==> src/rtl/maxpool2d_stream.sv <==
// Streaming 2x2/stride-2 signed max-pool over a raster-ordered feature map.
// Define MAXPOOL_RELU_EN to clamp negative results to zero before output.
module maxpool2d_stream #(
  parameter int unsigned rows      = 26,
  parameter int unsigned cols      = 26,
  parameter int unsigned data_size = 8
) (
  input  logic                        clk,
  input  logic                        rst_n,
  input  logic signed [data_size-1:0] in_data,
  input  logic                        in_valid,
  output logic                        in_ready,
  output logic signed [data_size-1:0] out_data,
  output logic                        out_valid,
  input  logic                        out_ready,
  output logic                        out_last
);

  localparam int unsigned PoolRows = rows / 2;
  localparam int unsigned PoolCols = cols / 2;
  localparam int unsigned ColW     = $clog2(cols + 1);
  localparam int unsigned RowW     = $clog2(rows + 1);
  localparam int unsigned LbW      = (PoolCols > 1) ? $clog2(PoolCols) : 1;

  typedef logic [ColW-1:0] col_t;
  typedef logic [RowW-1:0] row_t;
  typedef logic signed [data_size-1:0] pix_t;

  localparam col_t ColLast     = col_t'(cols - 1);
  localparam col_t ColPairLast = col_t'(2 * PoolCols - 1);
  localparam row_t RowLast     = row_t'(rows - 1);
  localparam row_t RowPairLast = row_t'(2 * PoolRows - 1);

  col_t col_q, col_d;
  row_t row_q, row_d;
  pix_t held_q, held_d;
  pix_t out_data_q, out_data_d;
  logic out_valid_q, out_valid_d;
  logic out_last_q, out_last_d;
  pix_t linebuf_q [PoolCols];

  logic           in_fire, out_fire;
  logic           col_in_pool, row_in_pool;
  logic           pair_done, lb_we, load;
  logic [LbW-1:0] lb_idx;
  pix_t           lb_rd, pair_max, pool_max, result;

  assign in_ready = !out_valid_q || out_ready;
  assign in_fire  = in_valid && in_ready;
  assign out_fire = out_valid_q && out_ready;

  // Trailing odd column/row lie outside every window and are dropped.
  assign col_in_pool = (col_q <= ColPairLast);
  assign row_in_pool = (row_q <= RowPairLast);

  assign pair_done = in_fire && col_q[0] && col_in_pool && row_in_pool;
  assign lb_we     = pair_done && !row_q[0];
  assign load      = pair_done && row_q[0];

  assign lb_idx   = col_in_pool ? LbW'(col_q >> 1) : '0;
  assign lb_rd    = linebuf_q[lb_idx];
  assign pair_max = (in_data > held_q) ? in_data : held_q;
  assign pool_max = (lb_rd > pair_max) ? lb_rd : pair_max;

`ifdef MAXPOOL_RELU_EN
  assign result = pool_max[data_size-1] ? '0 : pool_max;
`else
  assign result = pool_max;
`endif

  always_comb begin
    col_d  = col_q;
    row_d  = row_q;
    held_d = held_q;
    if (in_fire) begin
      if (!col_q[0]) begin
        held_d = in_data;
      end
      if (col_q == ColLast) begin
        col_d = '0;
        row_d = (row_q == RowLast) ? '0 : row_q + row_t'(1);
      end else begin
        col_d = col_q + col_t'(1);
      end
    end
  end

  // A fresh result may replace one being consumed on the same edge.
  always_comb begin
    out_data_d  = out_data_q;
    out_valid_d = out_valid_q;
    out_last_d  = out_last_q;
    if (load) begin
      out_data_d  = result;
      out_valid_d = 1'b1;
      out_last_d  = (row_q == RowPairLast) && (col_q == ColPairLast);
    end else if (out_fire) begin
      out_valid_d = 1'b0;
      out_last_d  = 1'b0;
    end
  end

  always_ff @(posedge clk or negedge rst_n) begin
    if (!rst_n) begin
      col_q       <= '0;
      row_q       <= '0;
      held_q      <= '0;
      out_data_q  <= '0;
      out_valid_q <= 1'b0;
      out_last_q  <= 1'b0;
    end else begin
      col_q       <= col_d;
      row_q       <= row_d;
      held_q      <= held_d;
      out_data_q  <= out_data_d;
      out_valid_q <= out_valid_d;
      out_last_q  <= out_last_d;
    end
  end

  // Entries are always written on an even row before the odd row reads them.
  always_ff @(posedge clk) begin
    if (lb_we) begin
      linebuf_q[lb_idx] <= pair_max;
    end
  end

  assign out_data  = out_data_q;
  assign out_valid = out_valid_q;
  assign out_last  = out_last_q;

endmodule
==> config.mk <==
export PLATFORM = sky130hd
export DESIGN_NAME = maxpool2d_stream
export DESIGN_NICKNAME = d
export VERILOG_FILES = /design/src/rtl/maxpool2d_stream.sv
export SDC_FILE = /design/constraint.sdc
export NUM_CORES = 1
export LEC_CHECK = 0
export BUFFER_PORTS_ARGS = -buffer_cell sky130_fd_sc_hd__clkbuf_2
export CAP_MARGIN = 20
export CORE_ASPECT_RATIO = 1.25
export CORE_MARGIN = 5
export CORE_UTILIZATION = 50
export CTS_BUF_LIST = sky130_fd_sc_hd__clkbuf_4 sky130_fd_sc_hd__clkbuf_8 sky130_fd_sc_hd__clkbuf_16
export CTS_CLUSTER_DIAMETER = 150
export DETAILED_ROUTE_END_ITERATION = 8
export PLACE_DENSITY = 0.69
export SETUP_SLACK_MARGIN = 0.1
export SYNTH_ARGS = -nofsm -noshare
export SYNTH_HDL_FRONTEND = slang
export SYNTH_SLANG_ARGS = --single-unit
==> constraint.sdc <==
create_clock -name clk -period 3.2 [get_ports clk]
set_clock_uncertainty 0.1 [all_clocks]
set_input_delay 0.16 -clock clk [delete_from_list [all_inputs] [get_ports clk]]
set_output_delay 0.16 -clock clk [all_outputs]
set_load 0.1 [all_outputs]
# [After elaboration in Yosys (flattened, before gate mapping)]
# Memory sizes are Yosys's and may differ from the RTL's.
# Cells that the tools add are included.
[word_totals] reg_bits=28 ram_bits=104 mem_count=1
[classes] n_addsub=2 magnitude_cmp=4 eq_ne=2 mux=10 bitwise_logic=1 reduce_logical=14
[memory_table] name="linebuf_q" words=13 width=8 read_ports=1 rd_ports_with_merged_regs=0 wr=1 line_no="40" rtl="pix_t linebuf_q [PoolCols];"
[ops] cell="$gt 8x8->1" count=2
[ops] cell="$mux 8" count=2
[ops] cell="$add 5x1->5 const B" count=2
[ops] cell="$eq 5x5->1 const B" count=2
[ops] cell="$le 5x5->1 const B" count=2
[ops] cell="$mux 5" count=2
[ops] cell="$logic_and 1x1->1" count=8
[ops] cell="$mux 1" count=5
[ops] cell="$mux 4" count=1
[ops] cell="$reduce_and 2->1" count=2
[ops] cell="$logic_not 1->1" count=2
[ops] cell="$reduce_bool 2->1" count=1
[ops] cell="$logic_or 1x1->1" count=1
[ops] cell="$not 1->1" count=1

# [Longest topological paths before layout]
# Gate-level depths: netlist (run 1).
[logic_depth] ltp_word=9 depth_mapped=16 mapped_depth_nobuf=15

# [Least setup slack after synthesis (run 1)]
# No wires, ideal clock.
[synth_path] kind="register to register" startpoint="reg out_valid_q, in the netlist out_valid" endpoint="mem linebuf_q[3][0] (netlist bit), enable pin" setup_time_ns=0.395 t_arrival_ns=3.153 required_time_ns=2.705 setup_slack_ns=-0.448 stages_incl_launch_ff=7 n_path_buf=0 synth_period_minus_slack_ns=3.648 path_cell_list="dfrtp_1 nand2b_1 and2_1 nand2_1 nor2_1 nand3_1 nor4_1"
[synth_between] elab_chain_cells=9
[synth_lines] item="start, declared" line_no="38" rtl="logic out_valid_q, out_valid_d;"
[synth_lines] item="start signal, assigned" line_no="116" rtl="out_valid_q <= out_valid_d;"
[synth_lines] item="$logic_not 1->1" line_no="48" rtl="assign in_ready = !out_valid_q || out_ready;"
[synth_lines] item="$logic_or 1x1->1" line_no="48"
[synth_lines] item="net in_ready" line_no="12" rtl="output logic in_ready,"
[synth_lines] item="$logic_and 1x1->1" line_no="49" rtl="assign in_fire = in_valid && in_ready;"
[synth_lines] item="$logic_and 1x1->1 (3 in a row)" line_no="56" rtl="assign pair_done = in_fire && col_q[0] && col_in_pool && row_in_pool;"
[synth_lines] item="$logic_and 1x1->1" line_no="57" rtl="assign lb_we = pair_done && !row_q[0];"
[synth_lines] item="$mux 1" line_no="123" rtl="if (lb_we) begin"
[synth_lines] item="$mux 1 (not written as such)" line_no="124" rtl="linebuf_q[lb_idx] <= pair_max;"
[synth_lines] item="end, declared" line_no="40"
# The timed path passes the listed nets, and every way through them passes these cells.

# [Final worst setup path (run 1)]
[layout_path] startpoint="reg held_q[7]" endpoint="reg out_data_q[0], in the netlist out_data[0]"
[layout_between] elab_chain_cells=4
[layout_lines] item="start, declared" line_no="36" rtl="pix_t held_q, held_d;"
[layout_lines] item="start signal, assigned" line_no="114" rtl="held_q <= held_d;"
[layout_lines] item="$gt 8x8->1 *" line_no="62" rtl="assign pair_max = (in_data > held_q) ? in_data : held_q;"
[layout_lines] item="$mux 8 *" line_no="62"
[layout_lines] item="net pair_max[0]" line_no="46" rtl="pix_t lb_rd, pair_max, pool_max, result;"
[layout_lines] item="$gt 8x8->1" line_no="63" rtl="assign pool_max = (lb_rd > pair_max) ? lb_rd : pair_max;"
[layout_lines] item="$mux 8 *" line_no="63"
[layout_lines] item="end signal, assigned" line_no="115" rtl="out_data_q <= out_data_d;"
[layout_lines] item="end, declared" line_no="37" rtl="pix_t out_data_q, out_data_d;"
# Mark *: on every way through the listed nets, which the timed path passes. The rest lies on a longest branch.
# A chain may end at the register's enable or synchronous reset.

==> results_dict.tcl, run 1 <==
set metrics [dict create \
    status "complete, but fails checks" \
    violations "negative setup slack" \
    cts.clk_slew.worst_paths_ns 0.06 \
    crit_fanout 8 \
    layout_setup_ws_ns -0.188 \
    cp-start-kind "flop" \
    clock_latency_ns 0.42 \
    setup_viol 8 \
    drive_above_1_share_pct 30.6 \
    grt_pass1_wl_mm 21.8 \
    die_y_um 132 \
    leakage_uw 0.00296 \
    ant_nets 0 \
    placementRows 44 \
    grt_max_degree 29 \
    final_nets 584 \
    cts_buffers 17 \
    fillers 828 \
    h-tree-depth 4 \
    netlist_top_cells_area "edfxtp_1 52%, dfrtp_1 12%, ha_1 4.2%, mux2i_1 4.0%, nand2_1 4.0%" \
    drt_iter0_markers 346 \
    synth_top_flop_cell "edfxtp_1" \
    placed_area_um2 6820 \
    crit_path_end "out_data[0]$_DFFE_PN0P_" \
    seqCellArea_um2 3820 \
    slew_violations 0 \
    finalCritPeriodShare_pct 106 \
    root_buffer "clkbuf_16" \
    stdcell_area_um2 7740 \
    synth_top_cell_area_share_pct 52.2 \
    rsz0062_at_grt "yes" \
    clock_sinks 132 \
    maxCapViolCount 0 \
    viasPerCell 5.62 \
    dpl.hpwl_mm 9.54 \
    ioPinCount 23 \
    crit_required_ns 3.38 \
    multi_input_area_um2 2240 \
    io_buffers 22 \
    start_util_pct 51.3 \
    yosys_warnings 0 \
    die_w_um 108 \
    final.min_clock_period_ns 3.39 \
    power_density_nw_per_um2 1120 \
    grt_use_total_pct 20.2 \
    max_freq_mhz 295 \
    synthCells 454 \
    dieArea_um2 14300 \
    cp-startpoint "held_q[7]$_DFFE_PN0P_" \
    drt_first_pass_iters 7 \
    place_congestion 0.854 \
    path_class "flop to flop" \
    synth-edff-count 104 \
    worst_ir_drop_vdd_v 0.000596 \
    tns_ns -1.24 \
    overflow 0 \
    ff2ff_setup_slack_ns -0.19 \
    vias 4079 \
    critPathCaptureType "flop" \
    grt_pass1_vias 4157 \
    slew-limit-headroom_pct 51.2 \
    syn_nets 486 \
    synth_seq_cells 132 \
    r2r_start "held_q[7]$_DFFE_PN0P_" \
    netlist_area_um2 5980 \
    n_antenna_cell 0 \
    wl_per_cell_um 18.9 \
    reg2regPathDepth 17 \
    yosys.area.top_type "edfxtp_1" \
    worstMarginPinSlew_ns 0.729 \
    cts_tree "yes" \
    synthArstFlopShare_pct 21.2 \
    ys_types 54 \
    cp_data_arrival_time_ns 3.57 \
    finalHoldViolCount 0 \
    total_power_uw 8640 \
    cts_buffer_depth 2 \
    syn_area_per_cell_um2 13.2 \
    r2r_end "out_data[0]$_DFFE_PN0P_" \
    core_um2 11700 \
    wl_mm 13.8 \
    drc 0 \
    yosysSeqAreaShare_pct 63.9 \
    worstHoldPathType "primary input to flop" \
    area_growth_pct 29.5 \
    antenna_found_initial 0 \
]
layer usage:
layer	track usage, %	share of wire (%)	up-vias	wire length (um)
met5	0	0	-	0
met4	6.60	2.5	0	340
met3	5.29	5.5	19	759
met2	34.3	51	126	7070
met1	25.0	41	2004	5590
li1	-	-	1930	-
through the flow:
step           utilization (%)  setup WS [ns]  cells  hold slack (ns)
2_1_floorplan                -         0.0627    454           -0.236
3_3_place_gp              58.4        -0.0694    683            0.156
3_5_place_dp              58.4         -0.193    683            0.159
4_1_cts                   65.1         -0.162    726           0.0161
5_1_grt                   66.4         -0.340    726           0.0534
6_report                  66.4         -0.188    726           0.0433
critical path, stage by stage (launching register included):
cell and delay [ns]:
dfrtp_1 0.37, inv_2 0.06, ha_4 0.26, or3b_4 0.38, a211oi_2 0.19, o221ai_2 0.16, o211ai_4 0.16, buf_6 0.18
mux2i_4 0.23, inv_2 0.06, ha_1 0.28, nand3_1 0.09, o21a_1 0.20, o32ai_4 0.13, nor2_2 0.08, buf_6 0.14
o31ai_1 0.07, o211ai_1 0.13
worst min-delay path by stage:
stage	endpoint	slack, ns	cells past startpoint	from
2_1_floorplan	col_q[0]$_DFFE_PN0P_	-0.24	0	rst_n
3_3_place_gp	row_q[0]$_DFFE_PN0P_	0.16	1	rst_n
3_5_place_dp	col_q[0]$_DFFE_PN0P_	0.16	1	rst_n
4_1_cts	held_q[7]$_DFFE_PN0P_	0.02	4	in_data[7]
5_1_grt	held_q[7]$_DFFE_PN0P_	0.05	4	in_data[7]
6_report	held_q[7]$_DFFE_PN0P_	0.04	4	in_data[7]
cells by family after synthesis:
logic type,Yosys count,share of synthesized area (%)
compound gates,89,11.3
fa+ha+maj,20,4.18
buf+inv,42,2.89
flops,132,63.9
mux,34,6.46
simple gates,137,11.3
synthesized netlist by cell type, types with 4 or more instances:
cell,count
edfxtp_1,104
nand4_1,4
nor3_1,12
or3_1,4
o22ai_1,4
and2_1,8
nor4_1,4
ha_1,20
o211ai_1,4
o31ai_1,5
clkbuf_1,7
a22oi_1,5
dfrtp_1,28
nor2b_1,4
nand2b_1,4
o221ai_1,15
mux2_2,6
nand2_1,63
nor2_1,10
buf_2,6
o211ai_2,5
nand3_1,13
a21oi_1,13
o21ai_0,14
inv_1,26
mux2i_1,24
layout make-up:
cell class | instances | area share [%]
sequential | 132 | 49.4
multi-input combinational | 280 | 28.9
timing repair buffer | 95 | 9.74
clock buffer | 18 | 5.59
tap | 161 | 2.60
clock inverter | 14 | 2.47
inverter | 26 | 1.26
state kept, by name, summed over array words and instances (netlist names):
signal and cells:
col_q 5, held_q 8, linebuf_q 104, out_data 8, out_last 1, out_valid 1, row_q 5
placed cells by master, fill, tap and decap left out, types with 14 or more instances in the layout:
cell         n
edfxtp_1   104
nand2_1     63
buf_4       56
dfrtp_1     27
inv_1       23
clkbuf_2    22
clkbuf_16   17
mux2i_1     16
ha_1        15
o21ai_0     14
timing repair:
item | in CTS | in global routing
pin swaps | 2 | 1
gates resized for setup | 10 | 19
buffers inserted | 2 | 0
setup endpoints to repair | 8 | 8
hold buffers | 9 | 0
hold endpoints to repair | 37 | 0
where the power goes:
part	switching (uW)	internal, uW
clock network	772	1260
registers	176	2300
logic	2380	1760
Power figures use the tool's default switching activity.
==> run 2, diff against run 1 <==
Settings changed: HOLD_SLACK_MARGIN set to 0.15.
==> results_dict.tcl, run 2 (same netlist as run 1, synthesis figures left out) <==
set metrics [dict create \
    final_common_cell "edfxtp_1" \
    drive_above_1_share_pct 30.5 \
    cp-startpoint "held_q[7]$_DFFE_PN0P_" \
    max_freq_mhz 293 \
    ant_nets 0 \
    reg2regPathDepth 16 \
    io_buffers 22 \
    viasPerCell 5.63 \
    highest_layer "met4" \
    status "complete, but fails checks" \
    worstMarginPinSlew_ns 0.730 \
    total_power_uw 8630 \
    grt_max_degree 29 \
    grt_pass1_wl_mm 21.8 \
    dpl.hpwl_mm 9.54 \
    clock_latency_ns 0.42 \
    n_antenna_cell 0 \
    final.min_clock_period_ns 3.41 \
    slew_violations 0 \
    dieArea_um2 14300 \
    regMostFlops "linebuf_q" \
    wl_met2_mm 7.08 \
    cts_tree "yes" \
    r2r_start "held_q[7]$_DFFE_PN0P_" \
    drt_first_pass_iters 5 \
    crit_required_ns 3.38 \
    power_density_nw_per_um2 1110 \
    path_cells "inv_2, ha_4, or3b_4, a211oi_2, o221ai_2, o211ai_4, buf_12, mux2i_4, ha_1, nand4_1, a21oi_2, o32ai_4, nor2_2, buf_6, o31ai_1, o211ai_1" \
    place_congestion 0.854 \
    wl_mm 13.8 \
    finalCritPeriodShare_pct 106 \
    met3RoutedLength_um 571 \
    stdcell_area_um2 7760 \
    dpl_worst_slack_ns -0.193 \
    cts_buffers 17 \
    largest_reg_flops 104 \
    violations "negative setup slack" \
    cp-start-kind "flop" \
    r2r_end "out_data[0]$_DFFE_PN0P_" \
    whs_path_depth 4 \
    wl_met1_mm 5.77 \
    core_um2 11700 \
    ff2ff_setup_slack_ns -0.21 \
    worst_ir_drop_vdd_v 0.000594 \
    layout_setup_ws_ns -0.207 \
    grt_pass1_vias 4145 \
    die_y_um 132 \
    area_growth_pct 29.8 \
    cp_data_arrival_time_ns 3.59 \
    rsz0062_at_grt "yes" \
    placed_area_um2 6820 \
    finalHoldViolCount 0 \
    layout.cells.non_filler 728 \
    start_util_pct 51.3 \
    root_buffer "clkbuf_16" \
    min_to "out_data[1]$_DFFE_PN0P_" \
    mostFrequentLayoutCells "104 x edfxtp_1, 63 x nand2_1, 56 x buf_4, 27 x dfrtp_1, 23 x inv_1" \
    grt_use_total_pct 20.2 \
    die_w_um 108 \
    ioPinCount 23 \
    fillers 827 \
    crit_path_top_delay_cell "or3b_4" \
    cts.clk_slew.worst_paths_ns 0.06 \
    min-delay-start "in_data[1]" \
    slew-limit-headroom_pct 51.1 \
    placed_cells 683 \
    critPathCaptureType "flop" \
    final_nets 586 \
    drt_iter0_markers 322 \
    wl_per_cell_um 18.9 \
    vias 4096 \
    path_class "flop to flop" \
    worstHoldPathType "primary input to flop" \
    maxCapViolCount 0 \
    clock_sinks 132 \
    antenna_found_initial 0 \
    crit_fanout 8 \
    setup_viol 8 \
    drc 0 \
    slowest_delay_ns 0.38 \
    tns_ns -1.30 \
    h-tree-depth 4 \
    leakage_uw 0.00296 \
    placementRows 44 \
    cts_buffer_depth 2 \
    overflow 0 \
]
## run 2: cell types whose count changed in the layout (fill, tap and decap cells not counted)
cell	before	now
dlygate4sd3_1	9	11
## run 2: layer usage
metal	track usage, %	vias up
met1	25.0	2030
li1	-	1929
met2	34.3	116
met5	0	-
met4	6.60	0
met3	5.24	21
## run 2: how the worst max path moves through the flow
stage / endpoint / slack (ns) / cells past startpoint
after floorplan: out_data[0]$_DFFE_PN0P_ / 0.06 / 14
after global placement: out_data[7]$_DFFE_PN0P_ / -0.07 / 15
after detailed placement: out_data[0]$_DFFE_PN0P_ / -0.19 / 15
after CTS: out_data[0]$_DFFE_PN0P_ / -0.16 / 16
after global routing: out_data[0]$_DFFE_PN0P_ / -0.35 / 16
final: out_data[0]$_DFFE_PN0P_ / -0.21 / 16
## run 2: what timing repair did
| action | in CTS | in global routing |
|---|---|---|
| setup buffers | 2 | 0 |
| setup endpoints to repair | 8 | 8 |
| pin swaps | 2 | 1 |
| hold buffers | 11 | 0 |
| resized for setup | 10 | 19 |
| endpoints found under the hold margin | 43 | 0 |
## run 2: per-stage QoR
stage / utilization [%] / hold WS, ns
floorplan: - / -0.236
global placement: 58.4 / 0.156
detailed placement: 58.4 / 0.159
CTS: 65.3 / 0.153
global route: 66.5 / 0.173
finish: 66.5 / 0.167
## run 2: power by group
group | switching (uW) | leakage [uW] | internal, uW | total (uW)
Sequential | 176 | 0.00129 | 2300 | 2480
Clock | 771 | 0.000301 | 1260 | 2030
Combinational | 2370 | 0.00138 | 1750 | 4120
Total | 3320 | 0.00296 | 5310 | 8630
## run 2: worst max-delay path, delay by kind of cell (launching register included)
family                     cells  cell delay [ns]
AOI/OAI and AO/OA              7             1.04
muxes                          1             0.23
DFF                            1             0.37
buffers and inverters          3             0.38
and+or+nand+nor                3             0.61
adders and majority gates      2             0.53
## run 2: layout make-up
| type | instances | area, um2 | area share [%] |
|---|---|---|---|
| multi-input cells | 280 | 2240 | 28.9 |
| inverters | 26 | 97.6 | 1.26 |
| repair buffers | 97 | 774 | 9.97 |
| well taps | 161 | 201 | 2.59 |
| flip-flops and latches | 132 | 3820 | 49.3 |
| clock buffers | 18 | 433 | 5.58 |
| clock inverters | 14 | 191 | 2.47 |
==> run 3, diff against run 2 <==
Settings changed: ABC_AREA set to 1.
==> results_dict.tcl, run 3 <==
set metrics [dict create \
    n_antenna_cell 0 \
    slew_violations 0 \
    cts_buffer_depth 2 \
    status "complete, but fails checks" \
    grt_use_total_pct 20.6 \
    maxCapViolCount 0 \
    setup_viol 7 \
    vias 5260 \
    ioPinCount 23 \
    layout_setup_ws_ns -0.0374 \
    core_um2 13200 \
    clock_sinks 132 \
    grt_busiest_layer "met2" \
    cts_tree "yes" \
    synth_top_cell_area_share_pct 46.9 \
    root_buffer "clkbuf_16" \
    synthXorXnorAreaFrac_pct 0 \
    io_buffers 22 \
    grtUsageMet3_pct 4.50 \
    yosys.area.top_type "edfxtp_1" \
    critPathCaptureType "flop" \
    final_common_cell "nand2_1" \
    synthArstFlopShare_pct 21.2 \
    synth_top_cells_by_count "274 x nand2_1, 104 x edfxtp_1, 89 x inv_1, 34 x nor2_1, 33 x nand3_1" \
    synth_seq_cells 132 \
    grt_max_degree 49 \
    finalCritPeriodShare_pct 101 \
    yosysMostFrequentCell "nand2_1" \
    synth_mux_area_share_pct 0.150 \
    die_y_um 139 \
    max_freq_mhz 309 \
    grt_pass1_vias 5013 \
    wl_mm 16.5 \
    netlist_top_cells_area "edfxtp_1 47%, nand2_1 15%, dfrtp_1 11%, inv_1 5.0%, ha_1 3.8%" \
    dieArea_um2 15700 \
    ys_types 38 \
    clock_latency_ns 0.42 \
    crit_fanout 8 \
    h-tree-depth 4 \
    dpl.hpwl_mm 10.1 \
    syn_area_per_cell_um2 9.27 \
    placed_area_um2 7050 \
    placementRows 47 \
    cts.clk_slew.worst_paths_ns 0.06 \
    worstMarginPinSlew_ns 0.725 \
    grt_pass1_wl_mm 25.3 \
    violations "negative setup slack" \
    cp-start-kind "flop" \
    wl_per_cell_um 16.8 \
    final.min_clock_period_ns 3.24 \
    synth_top_flop_cell "edfxtp_1" \
    place_congestion 0.832 \
    grt_use_met1_pct 24.9 \
    rsz0062_at_grt "yes" \
    drt_iter0_markers 567 \
    viasPerCell 5.36 \
    overflow 0 \
    path_class "flop to flop" \
    worstHoldPathType "primary input to async pin" \
    cts_buffers 17 \
    ant_nets 0 \
    mostFrequentLayoutCells "259 x nand2_1, 104 x edfxtp_1, 85 x inv_1, 36 x buf_4, 33 x nor2_1" \
    drc 0 \
    yosysSeqAreaShare_pct 57.4 \
    crit_required_ns 3.40 \
    yosys_warnings 0 \
    die_w_um 113 \
    cp_data_arrival_time_ns 3.44 \
    regMostFlops "linebuf_q" \
    yosys.area_share.simple_pct 26.7 \
    grtUsageMet2_pct 36.0 \
    syn_nets 750 \
    finalHoldViolCount 0 \
    slew-limit-headroom_pct 51.7 \
    stdcell_area_um2 8190 \
    synth-edff-count 104 \
    synth-adder-area-share_pct 3.76 \
    synth_top_family_by_area "simple AND/OR/NAND/NOR gates" \
    netlist_area_um2 6660 \
    area_growth_pct 23.1 \
    drt_first_pass_iters 5 \
    start_util_pct 50.5 \
    synth_compound_area_share_pct 4.53 \
    largest_reg_flops 104 \
    synthCells 718 \
    antenna_found_initial 0 \
    final_nets 829 \
    drive_above_1_share_pct 19.6 \
]
==> run 3: cell types whose count changed in the layout (fill, tap and decap cells not counted), moves of 12 or more <==
cell,delta
nand2_1,+196
inv_1,+62
nand3b_1,+26
nor2_1,+24
buf_4,-20
nand3_1,+20
mux2i_1,-15
nand2_2,+12
o221ai_1,-12
==> run 3: area by class of cell <==
| type | instances | area, um2 |
|---|---|---|
| multi-input cells | 474 | 2520 |
| clock buffers | 17 | 425 |
| clock inverters | 15 | 168 |
| well taps | 171 | 214 |
| repair buffers | 79 | 684 |
| inverters | 93 | 357 |
| flip-flops and latches | 132 | 3820 |
| fillers | 1026 | 4980 |
==> run 3: metrics by stage <==
step | hold slack, ns | std cells | worst slack (ns) | util, % | TNS (ns)
final | 0.225 | 981 | -0.0374 | 62.2 | -0.140
after global routing | 0.311 | 981 | -0.161 | 62.2 | -1.19
after CTS | 0.245 | 965 | 0.108 | 59.9 | 0
after detailed placement | 0.143 | 916 | -0.0351 | 53.6 | -0.168
after global placement | 0.132 | 916 | 0.0614 | 53.6 | 0
after floorplan | -0.236 | 718 | 0.154 | - | 0
==> run 3: final timing paths <==
kind / from / endpoint / slack (ns) / cells past startpoint
worst max-delay path: col_q[1]$_DFFE_PN0P_ / out_data[0]$_DFFE_PN0P_ / -0.04 / 24
min in group clk: out_data[2]$_DFFE_PN0P_ / out_data[2]$_DFFE_PN0P_ / 0.38 / 2
worst min register to register: out_data[2]$_DFFE_PN0P_ / out_data[2]$_DFFE_PN0P_ / 0.38 / 2
worst max register to register: col_q[1]$_DFFE_PN0P_ / out_data[0]$_DFFE_PN0P_ / -0.04 / 24
max in group asynchronous: rst_n / out_last$_DFFE_PN0P_ / 2.30 / 2
worst min-delay path: rst_n / held_q[7]$_DFFE_PN0P_ / 0.22 / 2
==> run 3: cells by family after synthesis <==
group	count (synthesis)
and+or+nand+nor	397
AOI/OAI and AO/OA	54
buffers and inverters	114
muxes	1
DFF	132
adders and majority gates	20
==> run 3: critical path, cell delays in order, from the launching register on <==
cell	delay, ns
dfrtp_1	0.39
inv_2	0.10
ha_4	0.16
nand2_8	0.07
nand2_8	0.10
nor2_4	0.06
nor2_4	0.23
buf_6	0.15
clkbuf_16	0.15
nand2_4	0.05
nand2_2	0.08
nand2_2	0.05
nand4_1	0.19
inv_2	0.07
ha_4	0.28
nand2_2	0.05
nor3_2	0.17
nand3_1	0.10
nand2_1	0.09
inv_2	0.05
nand2_4	0.07
buf_8	0.14
a21oi_1	0.08
nand2_1	0.09
nand2_1	0.05
==> run 3: timing repair <==
item	in CTS	in global routing
pin swaps	2	25
buffers inserted	3	15
resized for setup	12	43
hold endpoints to repair	40	0
hold buffers	11	0
endpoints found under the setup margin	8	8
cloned	3	1
==> run 3: layer usage <==
metal | vias up | share of wire (%)
li1 | 2497 | -
met1 | 2506 | 40
met2 | 213 | 51
met3 | 44 | 5.9
met4 | 0 | 3.3
met5 | - | 0
Power of run 3 is left out: the tool's default activity adds up to more than one toggle a clock period on the data nets, which glitch-free logic cannot reach.
